==> src/rtl/seq_det_sched_if.sv <==
// Bus between the serial requesters / result collector and seq_det_sched.
// The slave modport is the scheduler's view; master is the environment's view.
interface seq_det_sched_if #(
    parameter int NREQ  = 4,
    parameter int CNT_W = 5
);
    localparam int IW = (NREQ > 1) ? $clog2(NREQ) : 1;

    logic [NREQ-1:0]  req;
    logic [NREQ-1:0]  bit_in;
    logic [NREQ-1:0]  gnt;
    logic             busy;
    logic             done;
    logic [IW-1:0]    done_id;
    logic [CNT_W-1:0] match_cnt;

    modport slave (
        input  req, bit_in,
        output gnt, busy, done, done_id, match_cnt
    );

    modport master (
        output req, bit_in,
        input  gnt, busy, done, done_id, match_cnt
    );
endinterface

==> src/rtl/seq_det_sched.sv <==
// Round-robin time-sharing of one overlapping 4-bit pattern detector across
// NREQ serial requesters; one FRAME_LEN-bit frame per grant, then a report.
module seq_det_sched #(
    parameter int         NREQ      = 4,
    parameter int         FRAME_LEN = 16,
    parameter logic [3:0] PATTERN   = 4'b1101,
    parameter int         CNT_W     = 5
) (
    input  logic          clk,
    input  logic          reset,
    seq_det_sched_if.slave bus
);
    localparam int IW = (NREQ > 1) ? $clog2(NREQ) : 1;

    localparam logic [1:0] S_IDLE   = 2'd0;
    localparam logic [1:0] S_SCAN   = 2'd1;
    localparam logic [1:0] S_REPORT = 2'd2;

    logic [1:0]       state_q, state_d;
    logic [IW-1:0]    sel_q, sel_d;
    logic [IW-1:0]    rr_q, rr_d;
    logic [2:0]       hist_q, hist_d;
    logic [7:0]       bcnt_q, bcnt_d;
    logic [CNT_W-1:0] cnt_q, cnt_d;
    logic [NREQ-1:0]  gnt_q, gnt_d;
    logic             done_q, done_d;
    logic [IW-1:0]    done_id_q, done_id_d;
    logic [CNT_W-1:0] mcnt_q, mcnt_d;

    logic [IW-1:0]    pick_id;
    logic             found;
    logic [IW-1:0]    rr_nxt;
    logic             b;
    logic             hit;
    logic [CNT_W-1:0] cnt_inc;

    // First requester at or above rr_q, wrapping; lowest rotation offset wins.
    always_comb begin
        int idx;
        pick_id = '0;
        found   = 1'b0;
        idx     = 0;
        for (int i = 0; i < NREQ; i++) begin
            idx = int'(rr_q) + i;
            if (idx >= NREQ) idx = idx - NREQ;
            if (!found && bus.req[IW'(idx)]) begin
                found   = 1'b1;
                pick_id = IW'(idx);
            end
        end
    end

    assign rr_nxt  = (sel_q == IW'(NREQ - 1)) ? '0 : sel_q + IW'(1);
    assign b       = bus.bit_in[sel_q];
    // History is cleared per frame, so the first three bits must not match.
    assign hit     = (bcnt_q >= 8'd3) && ({hist_q, b} == PATTERN);
    assign cnt_inc = (hit && (cnt_q != '1)) ? cnt_q + CNT_W'(1) : cnt_q;

    always_comb begin
        state_d   = state_q;
        sel_d     = sel_q;
        rr_d      = rr_q;
        hist_d    = hist_q;
        bcnt_d    = bcnt_q;
        cnt_d     = cnt_q;
        gnt_d     = gnt_q;
        done_d    = 1'b0;
        done_id_d = done_id_q;
        mcnt_d    = mcnt_q;
        case (state_q)
            S_IDLE: begin
                if (found) begin
                    state_d = S_SCAN;
                    sel_d   = pick_id;
                    gnt_d   = NREQ'(1) << pick_id;
                    hist_d  = '0;
                    bcnt_d  = '0;
                    cnt_d   = '0;
                end
            end
            S_SCAN: begin
                if (!bus.req[sel_q]) begin
                    state_d = S_IDLE;
                    gnt_d   = '0;
                    rr_d    = rr_nxt;
                end else begin
                    hist_d = {hist_q[1:0], b};
                    bcnt_d = bcnt_q + 8'd1;
                    cnt_d  = cnt_inc;
                    if (bcnt_q == 8'(FRAME_LEN - 1)) begin
                        state_d   = S_REPORT;
                        gnt_d     = '0;
                        done_d    = 1'b1;
                        done_id_d = sel_q;
                        mcnt_d    = cnt_inc;
                    end
                end
            end
            S_REPORT: begin
                state_d = S_IDLE;
                rr_d    = rr_nxt;
            end
            default: begin
                state_d = S_IDLE;
                gnt_d   = '0;
            end
        endcase
    end

    always_ff @(posedge clk or negedge reset) begin
        if (!reset) begin
            state_q   <= S_IDLE;
            sel_q     <= '0;
            rr_q      <= '0;
            hist_q    <= '0;
            bcnt_q    <= '0;
            cnt_q     <= '0;
            gnt_q     <= '0;
            done_q    <= 1'b0;
            done_id_q <= '0;
            mcnt_q    <= '0;
        end else begin
            state_q   <= state_d;
            sel_q     <= sel_d;
            rr_q      <= rr_d;
            hist_q    <= hist_d;
            bcnt_q    <= bcnt_d;
            cnt_q     <= cnt_d;
            gnt_q     <= gnt_d;
            done_q    <= done_d;
            done_id_q <= done_id_d;
            mcnt_q    <= mcnt_d;
        end
    end

    assign bus.gnt       = gnt_q;
    assign bus.busy      = (state_q != S_IDLE);
    assign bus.done      = done_q;
    assign bus.done_id   = done_id_q;
    assign bus.match_cnt = mcnt_q;
endmodule

==> src/flat_wrapper.sv <==
// flat-port wrapper written by rule: the top's interface ports become plain ports
module seq_det_sched_flat 
#(
    parameter int         NREQ      = 4,
    parameter int         FRAME_LEN = 16,
    parameter logic [3:0] PATTERN   = 4'b1101,
    parameter int         CNT_W     = 5
)
  (clk, reset, bus_req, bus_bit_in, bus_gnt, bus_busy, bus_done, bus_done_id, bus_match_cnt);
  seq_det_sched_if #(.NREQ(NREQ), .CNT_W(CNT_W)) bus_i ();
  input  logic clk;
  input  logic reset;
  input wire logic [$bits(bus_i.req)-1:0] bus_req;
  input wire logic [$bits(bus_i.bit_in)-1:0] bus_bit_in;
  output wire logic [$bits(bus_i.gnt)-1:0] bus_gnt;
  output wire logic [$bits(bus_i.busy)-1:0] bus_busy;
  output wire logic [$bits(bus_i.done)-1:0] bus_done;
  output wire logic [$bits(bus_i.done_id)-1:0] bus_done_id;
  output wire logic [$bits(bus_i.match_cnt)-1:0] bus_match_cnt;
  assign bus_i.req = bus_req;
  assign bus_i.bit_in = bus_bit_in;
  assign bus_gnt = bus_i.gnt;
  assign bus_busy = bus_i.busy;
  assign bus_done = bus_i.done;
  assign bus_done_id = bus_i.done_id;
  assign bus_match_cnt = bus_i.match_cnt;
  seq_det_sched #(.NREQ(NREQ), .FRAME_LEN(FRAME_LEN), .PATTERN(PATTERN), .CNT_W(CNT_W)) u_core (.clk(clk), .reset(reset), .bus(bus_i));
endmodule
==> config.mk <==
export PLATFORM = sky130hd
export DESIGN_NAME = seq_det_sched_flat
export DESIGN_NICKNAME = d
export VERILOG_FILES = /design/src/rtl/seq_det_sched_if.sv /design/src/rtl/seq_det_sched.sv /design/src/flat_wrapper.sv
export SDC_FILE = /design/constraint.sdc
export NUM_CORES = 1
export LEC_CHECK = 0
export ABC_AREA = 1
export CORE_MARGIN = 5
export CORE_UTILIZATION = 30
export DETAILED_ROUTE_END_ITERATION = 12
export GPL_ROUTABILITY_DRIVEN = 0
export HOLD_SLACK_MARGIN = 0.02
export PLACE_DENSITY_LB_ADDON = 0.15
export SYNTH_ARGS = -nofsm -noshare
export SYNTH_HDL_FRONTEND = slang
export SYNTH_SLANG_ARGS = --single-unit
==> constraint.sdc <==
create_clock -name clk -period 2.6 [get_ports clk]
set_clock_uncertainty 0.15 [all_clocks]
set_input_delay 0.65 -clock clk [delete_from_list [all_inputs] [get_ports clk]]
set_output_delay 0.65 -clock clk [all_outputs]
set_load 0.05 [all_outputs]
==> reports/results.md, run 1 <==
• outcome: finished clean
• worst hold start: u_core.bus.match_cnt[2]
• number of hold buffers added after cts: 0
• power per cell area: 972 nW/µm²
• worst-case hold path end point: u_core.bus.match_cnt[2]
• synth top area cells: sky130_fd_sc_hd__dfrtp_1 44%, sky130_fd_sc_hd__nand2_1 19%, sky130_fd_sc_hd__inv_1 5.0%
• unrepaired setup endpoints after global routing: no
• CTS tree: yes
• net count after synthesis: 274
• number of enable-type register cells in the synthesized netlist: 0
• setup-violating endpoint count in the final report: 0
• first-pass iteration count of the detailed router: 4
• cell with the most instances after synthesis: sky130_fd_sc_hd__nand2_1
• worst skew pair latency: 290 ps
• class of the most critical setup path: reg2out
• number of sinks handled by clock tree synthesis: 34
• number of global-route vias before repair: 1,756
• layout-stage area growth over the synthesis result: 20.8%
• fraction of registers with async set/reset: 100%
• top cell types by occurrence after synthesis: 97 x sky130_fd_sc_hd__nand2_1, 34 x sky130_fd_sc_hd__dfrtp_1, 26 x sky130_fd_sc_hd__inv_1, 19 x sky130_fd_sc_hd__nor2_1, 15 x sky130_fd_sc_hd__nand3_1
• routed vias: 1,646
• number of inserted diodes: 0
• count of buffers inserted at the top-level ports: 22
• final period demand of the worst path: 2390 ps
• First DRT Iteration DRCs: 57
• number of distinct standard cells referenced by the synthesized netlist: 29
• wire length of the first global-routing pass: 8050 µm
• Die Footprint: 8150 µm²
• Placeable Area: 6310 µm²
• syn_area_per_cell: 7.44 µm²
• via density per instance: 4.50
• post-route worst hold slack: 331 ps
• total congestion overflow after global routing: 0
• peak fanout along the critical path: 3
• # Max-Cap Violations: 0
• maximum number of pins on one net before global-route repair: 35
• DRC violations left: 0
• ports placed on the boundary: 23
• register bit count reported by yosys: 34
• Max transition margin: 65.6%
• effective utilization at floorplan: 30.6%
• crit path DAT: 1590 ps
• number of fill cells: 675
• Synthesis Warnings: 0
• Global Route Usage Sum: 11.9%
• critical path data required time: 1800 ps
• Die H: 90.3 µm
• final standard cell area without fillers: 2340 µm²
• H-tree depth: 2
• worst slew pin tran: 514 ps
• Area after DPL: 2240 µm²
• number of cells traversed by the worst register-to-register path: 9
• Final Hold Vio Count: 0
• portion of synthesized cell area occupied by the leading cell type: 44.0%
• buffers from clock root to sink, at most: 2
• Reg-to-Reg End: u_core.bus.match_cnt[1]
• layout cell share with drive strength beyond 1: 9.00%
• half-perimeter wire length after placement: 3310 µm
• Pwr Total: 2.27 mW
• upper clock frequency limit: 418 MHz
• final routed wirelength across all metal layers: 4420 µm
• portion of the post-synthesis area used by sequential elements: 44.0%
• element type at the critical path start: register
• initial antenna violation count: 0
• Post-DRT Antenna Nets: 0
• number of cells traversed by the worst hold path: 2
• pre-CTS setup slack: 123 ps
• cts bufs inserted: 5
• # rows: 29
• final count of pins violating max slew: 0
• wire length per cell after detailed routing: 12.1 µm
• period utilization: 92.1%
• static leakage: 1.22 nW
• cell taking the most area after synthesis: sky130_fd_sc_hd__dfrtp_1
• critical-path cell list: nor2_1 -> inv_1 -> clkdlybuf4s50_1
• buffers inserted during post-CTS setup optimization: 0
• clock input transition at the sequential cells of the worst setup and hold paths: 70 ps
• final sum of negative setup slack: 0 ps
• largest stage delay on the critical path: 700 ps
• Critical R2R Launch: u_core.cnt_q[0]
• cts repair resizes: 0
• maximum vdd ir drop: 0.000498 V
• die boundary width: 90.3 µm
• synthesized netlist cell count: 260
• HP Class: reg2reg
• setup slack, reg-to-reg: 360 ps
• worst setup margin: 206 ps
• cell area after technology mapping: 1930 µm²
• master cell of the clock root buffer: sky130_fd_sc_hd__clkbuf_8
• Critical Path Sink Type: primary output
• main flop type after synthesis: sky130_fd_sc_hd__dfrtp_1
• NumNets Final: 302
• worst-path cell with the longest stage delay: sky130_fd_sc_hd__clkdlybuf4s50_1
[layout make-up]
class | count | area [µm²] | share of cell area (%)
well taps | 77 | 96.3 | 4.12
clock inverters | 2 | 12.5 | 0.536
inverters | 31 | 118 | 5.03
multi-input cells | 190 | 926 | 39.6
repair buffers | 26 | 250 | 10.7
clock buffers | 6 | 82.6 | 3.54
flip-flops and latches | 34 | 851 | 36.4
[cells by family after synthesis]
family | count (synthesis) | synth area share (%)
simple gates | 146 | 32.5
buf+inv | 36 | 8.15
flops | 34 | 44.0
compound gates | 32 | 9.12
xor+xnor | 7 | 3.17
fa+ha+maj | 4 | 2.59
mux | 1 | 0.517
[critical path: cells and delay by family (launching register included)]
| kind | cells | cell delay [ps] |
|---|---|---|
| buffers and inverters | 2 | 770 |
| flip-flops | 1 | 400 |
| AND/OR/NAND/NOR | 1 | 140 |
[per-stage QoR]
stage	util [%]	instances
after floorplan	-	260
after global placement	35.5	358
after detailed placement	35.5	358
after CTS	37.0	366
after global routing	37.0	366
final	37.0	366
[layer usage]
layer	share of wire, %	vias up	wire [µm]	GRT usage, %
met5	0	-	0	0
met4	1.6	0	72	4.59
met1	51	733	2240	15.2
li1	-	882	-	-
met2	44	22	1940	18.8
met3	3.8	9	168	3.67
[layout by cell type, fill, tap and decap left out, types with 4 or more instances in the layout]
cell	instances
sky130_fd_sc_hd__xor2_1	5
sky130_fd_sc_hd__o21ai_1	10
sky130_fd_sc_hd__clkbuf_8	6
sky130_fd_sc_hd__dfrtp_1	34
sky130_fd_sc_hd__nand2_1	97
sky130_fd_sc_hd__inv_1	26
sky130_fd_sc_hd__nand3_1	15
sky130_fd_sc_hd__inv_2	4
sky130_fd_sc_hd__nor2_1	19
sky130_fd_sc_hd__buf_4	4
sky130_fd_sc_hd__ha_1	4
sky130_fd_sc_hd__o21ai_0	11
sky130_fd_sc_hd__clkdlybuf4s50_1	22
[how the worst max path moves through the flow]
stage	from	end
2_1_floorplan	u_core.cnt_q[0]	u_core.cnt_q[2]
3_3_place_gp	bus_req[1]	u_core.cnt_q[1]
3_5_place_dp	bus_req[0]	u_core.cnt_q[1]
4_1_cts	u_core.state_q[1]	bus_busy
5_1_grt	u_core.state_q[1]	bus_busy
6_report	u_core.state_q[1]	bus_busy
[where the power goes]
part	switching [mW]	total [mW]	internal, mW
Combinational	0.771	1.14	0.367
Sequential	0.0926	0.716	0.624
Clock	0.202	0.415	0.213
[sequential cells by signal, summed over array words and instances (netlist names)]
name	flops
u_core.bus.done	1
u_core.sel_q	2
u_core.hist_q	3
u_core.bus.done_id	2
u_core.rr_q	2
u_core.bcnt_q	8
u_core.bus.match_cnt	5
u_core.bus.gnt	4
u_core.state_q	2
u_core.cnt_q	5
No activity file was read; power rests on OpenSTA's default activity.
==> run 2: changes to the inputs <==
--- a/config.mk
+++ b/config.mk
@@ -11,6 +11,7 @@
 export DETAILED_ROUTE_END_ITERATION = 12
 export GPL_ROUTABILITY_DRIVEN = 0
 export HOLD_SLACK_MARGIN = 0.02
+export MAX_ROUTING_LAYER = met4
 export PLACE_DENSITY_LB_ADDON = 0.15
 export SYNTH_ARGS = -nofsm -noshare
 export SYNTH_HDL_FRONTEND = slang
==> reports/results.md, run 2 (synthesized netlist as in run 1, its figures left out) <==
• total congestion overflow after global routing: 0
• layout cell share with drive strength beyond 1: 9.00%
• peak fanout along the critical path: 3
• Critical Path Sink Type: primary output
• final routed wirelength across all metal layers: 4410 µm
• crit path DAT: 1590 ps
• Post-DRT Antenna Nets: 0
• outcome: finished clean
• switching pwr: 1.07 mW
• multi-input combinational cell area: 926 µm²
• power per cell area: 971 nW/µm²
• power share of the sequential group: 31.5%
• final count of pins violating max slew: 0
• Reg-to-Reg End: u_core.bus.match_cnt[1]
• post-layout util: 37.0%
• static leakage: 1.22 nW
• Final Hold Vio Count: 0
• class of the most critical setup path: reg2out
• number of cells traversed by the worst register-to-register path: 9
• CTS tree: yes
• Top Layer Used: met4
• number of inserted diodes: 0
• die boundary width: 90.3 µm
• Placeable Area: 6310 µm²
• critical-path cell list: nor2_1 -> inv_1 -> clkdlybuf4s50_1
• first-pass iteration count of the detailed router: 3
• Die Footprint: 8150 µm²
• maximum vdd ir drop: 0.000498 V
• number of hold buffers added after cts: 0
• proportion of power drawn by the clock network: 18.3%
• worst-path cell with the longest stage delay: sky130_fd_sc_hd__clkdlybuf4s50_1
• Sw Share: 46.9%
• routed vias: 1,637
• # Max-Cap Violations: 0
• critical path data required time: 1800 ps
• buffers inserted during post-CTS setup optimization: 0
• Int Pwr: 1.20 mW
• family with the most delay on the worst path: buffers and inverters
• Buf/Inv on CP: 2
• initial antenna violation count: 0
• H-tree depth: 2
• # rows: 29
• wire length of the first global-routing pass: 8050 µm
• worst slew pin tran: 514 ps
• maximum number of pins on one net before global-route repair: 35
• number of global-route vias before repair: 1,761
• FF/Latch Area: 851 µm²
• number of fill cells: 675
• number of sinks handled by clock tree synthesis: 34
• cts repair resizes: 0
• largest register by flop count: u_core.bcnt_q
• largest stage delay on the critical path: 700 ps
• ports placed on the boundary: 23
• most common cell after layout, fill and taps aside: sky130_fd_sc_hd__nand2_1
• clock input transition at the sequential cells of the worst setup and hold paths: 70 ps
• layout-stage area growth over the synthesis result: 20.8%
• worst skew pair latency: 290 ps
• Die H: 90.3 µm
• DRC violations left: 0
• upper clock frequency limit: 418 MHz
• element type at the critical path start: register
• via density per instance: 4.47
• Global Route Usage Sum: 12.2%
• wire length per cell after detailed routing: 12.0 µm
• post-route met1 wirelength: 2240 µm
• effective utilization at floorplan: 30.6%
• setup-violating endpoint count in the final report: 0
• final sum of negative setup slack: 0 ps
• combinational share of power: 50.2%
• period utilization: 92.1%
• number of cells traversed by the worst hold path: 2
• master cell of the clock root buffer: sky130_fd_sc_hd__clkbuf_8
• Max transition margin: 65.6%
• buffers from clock root to sink, at most: 2
• length of routed met3 wiring: 171 µm
• worst-case hold path end point: u_core.bus.match_cnt[2]
• count of buffers inserted at the top-level ports: 22
• half-perimeter wire length after placement: 3310 µm
• Critical R2R Launch: u_core.cnt_q[0]
• cts bufs inserted: 5
• leading cell types in the layout, fill and taps excluded: 97 x sky130_fd_sc_hd__nand2_1, 34 x sky130_fd_sc_hd__dfrtp_1, 26 x sky130_fd_sc_hd__inv_1
• First DRT Iteration DRCs: 64
• flip-flop count of the largest register, all copies and words added: 8
• final period demand of the worst path: 2390 ps
• met2 WL: 1930 µm
• unrepaired setup endpoints after global routing: no
• HP Class: reg2reg
• setup slack, reg-to-reg: 350 ps
• worst hold start: u_core.bus.match_cnt[2]
• NumNets Final: 302
-- run 2: cell counts in the layout (fill, tap and decap cells not counted) --
Identical to the previous run, type by type.
-- run 2: final cells by class --
cell class	instances	share of cell area (%)
Multi-Input combinational cell	190	39.6
Sequential cell	34	36.4
Timing Repair Buffer	26	10.7
Inverter	31	5.03
Tap cell	77	4.12
Clock buffer	6	3.54
Clock inverter	2	0.536
-- run 2: how the worst max path moves through the flow --
stage                           start               to  slack, ps  cells after the start
floorplan             u_core.cnt_q[0]  u_core.cnt_q[2]        630                     11
global placement           bus_req[1]  u_core.cnt_q[1]        130                     12
detailed placement         bus_req[0]  u_core.cnt_q[1]        120                     12
CTS                 u_core.state_q[1]         bus_busy        180                      3
global route        u_core.state_q[1]         bus_busy        140                      3
finish              u_core.state_q[1]         bus_busy        210                      3
-- run 2: metal layers --
layer / GRT usage (%) / vias to the layer above
met5: - / -
met3: 3.67 / 10
met4: 4.59 / 0
met1: 15.2 / 725
met2: 18.8 / 21
li1: - / 881
-- run 2: worst reg2reg max path, delay by kind of cell (launching register included) --
family                     cells  cell delay (ps)
AOI/OAI and AO/OA              3              540
adders and majority gates      2              430
and+or+nand+nor                4              580
DFF                            1              430
-- run 2: power groups by stage --
stage / combinational [mW] / sequential (mW) / clock (mW)
2_1_floorplan: 0.848 / 0.734 / 0
3_3_place_gp: 1.15 / 0.730 / 0
3_5_place_dp: 1.16 / 0.726 / 0
4_1_cts: 1.16 / 0.717 / 0.434
5_1_grt: 1.32 / 0.732 / 0.457
6_report: 1.14 / 0.716 / 0.415
-- run 2: per-stage QoR --
stage | power, mW | cells | cell area, µm² | hold WS (ps) | setup slack [ps]
after floorplan | 1.58 | 260 | 1930 | 204 | 628
after global placement | 1.88 | 358 | 2240 | 316 | 125
after detailed placement | 1.88 | 358 | 2240 | 319 | 123
after CTS | 2.31 | 366 | 2340 | 338 | 181
after global routing | 2.51 | 366 | 2340 | 359 | 144
final | 2.27 | 366 | 2340 | 331 | 206
==> run 3: changes to the inputs <==
--- a/config.mk
+++ b/config.mk
@@ -7,7 +7,7 @@
 export LEC_CHECK = 0
 export ABC_AREA = 1
 export CORE_MARGIN = 5
-export CORE_UTILIZATION = 30
+export CORE_UTILIZATION = 25
 export DETAILED_ROUTE_END_ITERATION = 12
 export GPL_ROUTABILITY_DRIVEN = 0
 export HOLD_SLACK_MARGIN = 0.02
==> reports/results.md, run 3 (synthesized netlist as in run 1, its figures left out) <==
• die boundary width: 98.0 µm
• cell total after placement: 384
• crit path DAT: 1460 ps
• Die H: 98.0 µm
• final routed wirelength across all metal layers: 4370 µm
• initial antenna violation count: 0
• clock input transition at the sequential cells of the worst setup and hold paths: 80 ps
• # Max-Cap Violations: 0
• NumNets Final: 303
• # rows: 32
• worst skew pair latency: 290 ps
• Post-DRT Antenna Nets: 0
• CTS tree: yes
• effective utilization at floorplan: 25.3%
• total congestion overflow after global routing: 0
• peak fanout along the critical path: 2
• worst-case hold path end point: u_core.bus.gnt[1]
• post-route worst hold slack: 334 ps
• Die Footprint: 9600 µm²
• Buf/Inv on CP: 1
• number of inserted diodes: 0
• number of sinks handled by clock tree synthesis: 34
• period utilization: 86.9%
• critical path data required time: 1800 ps
• number of fill cells: 814
• upper clock frequency limit: 442 MHz
• count of buffers inserted at the top-level ports: 22
• first-pass iteration count of the detailed router: 4
• wire length per cell after detailed routing: 11.2 µm
• wire length of the first global-routing pass: 7760 µm
• Critical Path Sink Type: primary output
• buffers from clock root to sink, at most: 2
• unrepaired setup endpoints after global routing: no
• routed vias: 1,650
• post-layout util: 31.3%
• largest stage delay on the critical path: 810 ps
• setup slack, reg-to-reg: 350 ps
• Critical R2R Launch: u_core.cnt_q[0]
• flip-flop count of the largest register, all copies and words added: 8
• number of global-route vias before repair: 1,653
• number of cells traversed by the worst register-to-register path: 10
• First DRT Iteration DRCs: 48
• power per cell area: 969 nW/µm²
• non-filler instance count after layout: 392
• cts bufs inserted: 5
• final count of pins violating max slew: 0
• family with the most delay on the worst path: buffers and inverters
• H-tree depth: 2
• layout-stage area growth over the synthesis result: 23.9%
• setup-violating endpoint count in the final report: 0
• maximum number of pins on one net before global-route repair: 35
• number of hold buffers added after cts: 0
• worst slew pin tran: 511 ps
• ports placed on the boundary: 23
• element type at the critical path start: register
• HP Class: reg2reg
• most common cell after layout, fill and taps aside: sky130_fd_sc_hd__nand2_1
• largest register by flop count: u_core.bcnt_q
• Reg-to-Reg End: u_core.cnt_q[1]
• via density per instance: 4.21
• half-perimeter wire length after placement: 3300 µm
• static leakage: 1.23 nW
• leading cell types in the layout, fill and taps excluded: 97 x sky130_fd_sc_hd__nand2_1, 34 x sky130_fd_sc_hd__dfrtp_1, 26 x sky130_fd_sc_hd__inv_1
• final sum of negative setup slack: 0 ps
• Final Hold Vio Count: 0
• maximum vdd ir drop: 0.000265 V
• critical-path cell list: clkdlybuf4s50_1
• master cell of the clock root buffer: sky130_fd_sc_hd__clkbuf_8
• Global Route Usage Sum: 10.1%
• worst hold start: u_core.bus.gnt[1]
• number of cells traversed by the worst hold path: 2
• Placeable Area: 7650 µm²
• worst-path cell with the longest stage delay: sky130_fd_sc_hd__clkdlybuf4s50_1
• DRC violations left: 0
• outcome: finished clean
• class of the most critical setup path: reg2out
• final period demand of the worst path: 2260 ps
• Max transition margin: 65.8%
• layout cell share with drive strength beyond 1: 9.31%
## run 3: cell types whose count changed in the layout (fill, tap and decap cells not counted), sizes merged
| cell | delta |
|---|---|
| buf | +1 |
| bufinv | +1 |
| clkinvlp | +1 |
| dlymetal6s2s | +1 |
| clkdlybuf4s50 | -1 |
| clkinv | -1 |
| clkbuf | -1 |
## run 3: power breakdown
group / leakage, nW / total, mW / switching (mW) / internal [mW]
Clock: 0.0504 / 0.496 / 0.211 / 0.285
Sequential: 0.460 / 0.716 / 0.0922 / 0.624
Combinational: 0.722 / 1.11 / 0.753 / 0.357
Total: 1.23 / 2.32 / 1.06 / 1.27
## run 3: through the flow
stage	cell area, µm²	total power, mW	worst slack [ps]
4_1_cts	2390	2.36	0.501
2_1_floorplan	1930	1.58	628
5_1_grt	2400	2.54	167
3_3_place_gp	2280	1.87	123
3_5_place_dp	2280	1.86	121
6_report	2400	2.32	339
## run 3: what timing repair did
| action | 4_1_cts | 5_1_grt |
|---|---|---|
| resized for setup | 0 | 1 |
| setup endpoints to repair | 0 | 1 |
| buffers inserted | 0 | 0 |
## run 3: final cells by class
cell class                      instances  area [µm²]  area share, %
Timing Repair Buffer                   27         260           10.9
Inverter                               31         118           4.91
Sequential cell                        34         851           35.5
Multi-Input combinational cell        190         926           38.6
Clock inverter                          3        45.0           1.88
Tap cell                              102         128           5.33
Clock buffer                            5        68.8           2.87
## run 3: per-layer routing
metal  up-vias  global-route usage (%)  share of wire [%]
li1        878                       -                  -
met1       741                    12.9                 49
met5         -                       -                  0
met2        26                    15.7                 46
met3         5                    2.57                4.3
met4         0                    3.51                1.3
## run 3: how the worst max path moves through the flow
stage                          startpoint                       to  cells past startpoint
floorplan                 u_core.cnt_q[0]          u_core.cnt_q[2]                     11
global placement               bus_req[2]          u_core.cnt_q[1]                      9
detailed placement             bus_req[2]          u_core.cnt_q[1]                      9
CTS                     u_core.state_q[1]                 bus_busy                      3
global route              u_core.cnt_q[0]  u_core.bus.match_cnt[1]                     11
finish              u_core.bus.done_id[1]           bus_done_id[1]                      1
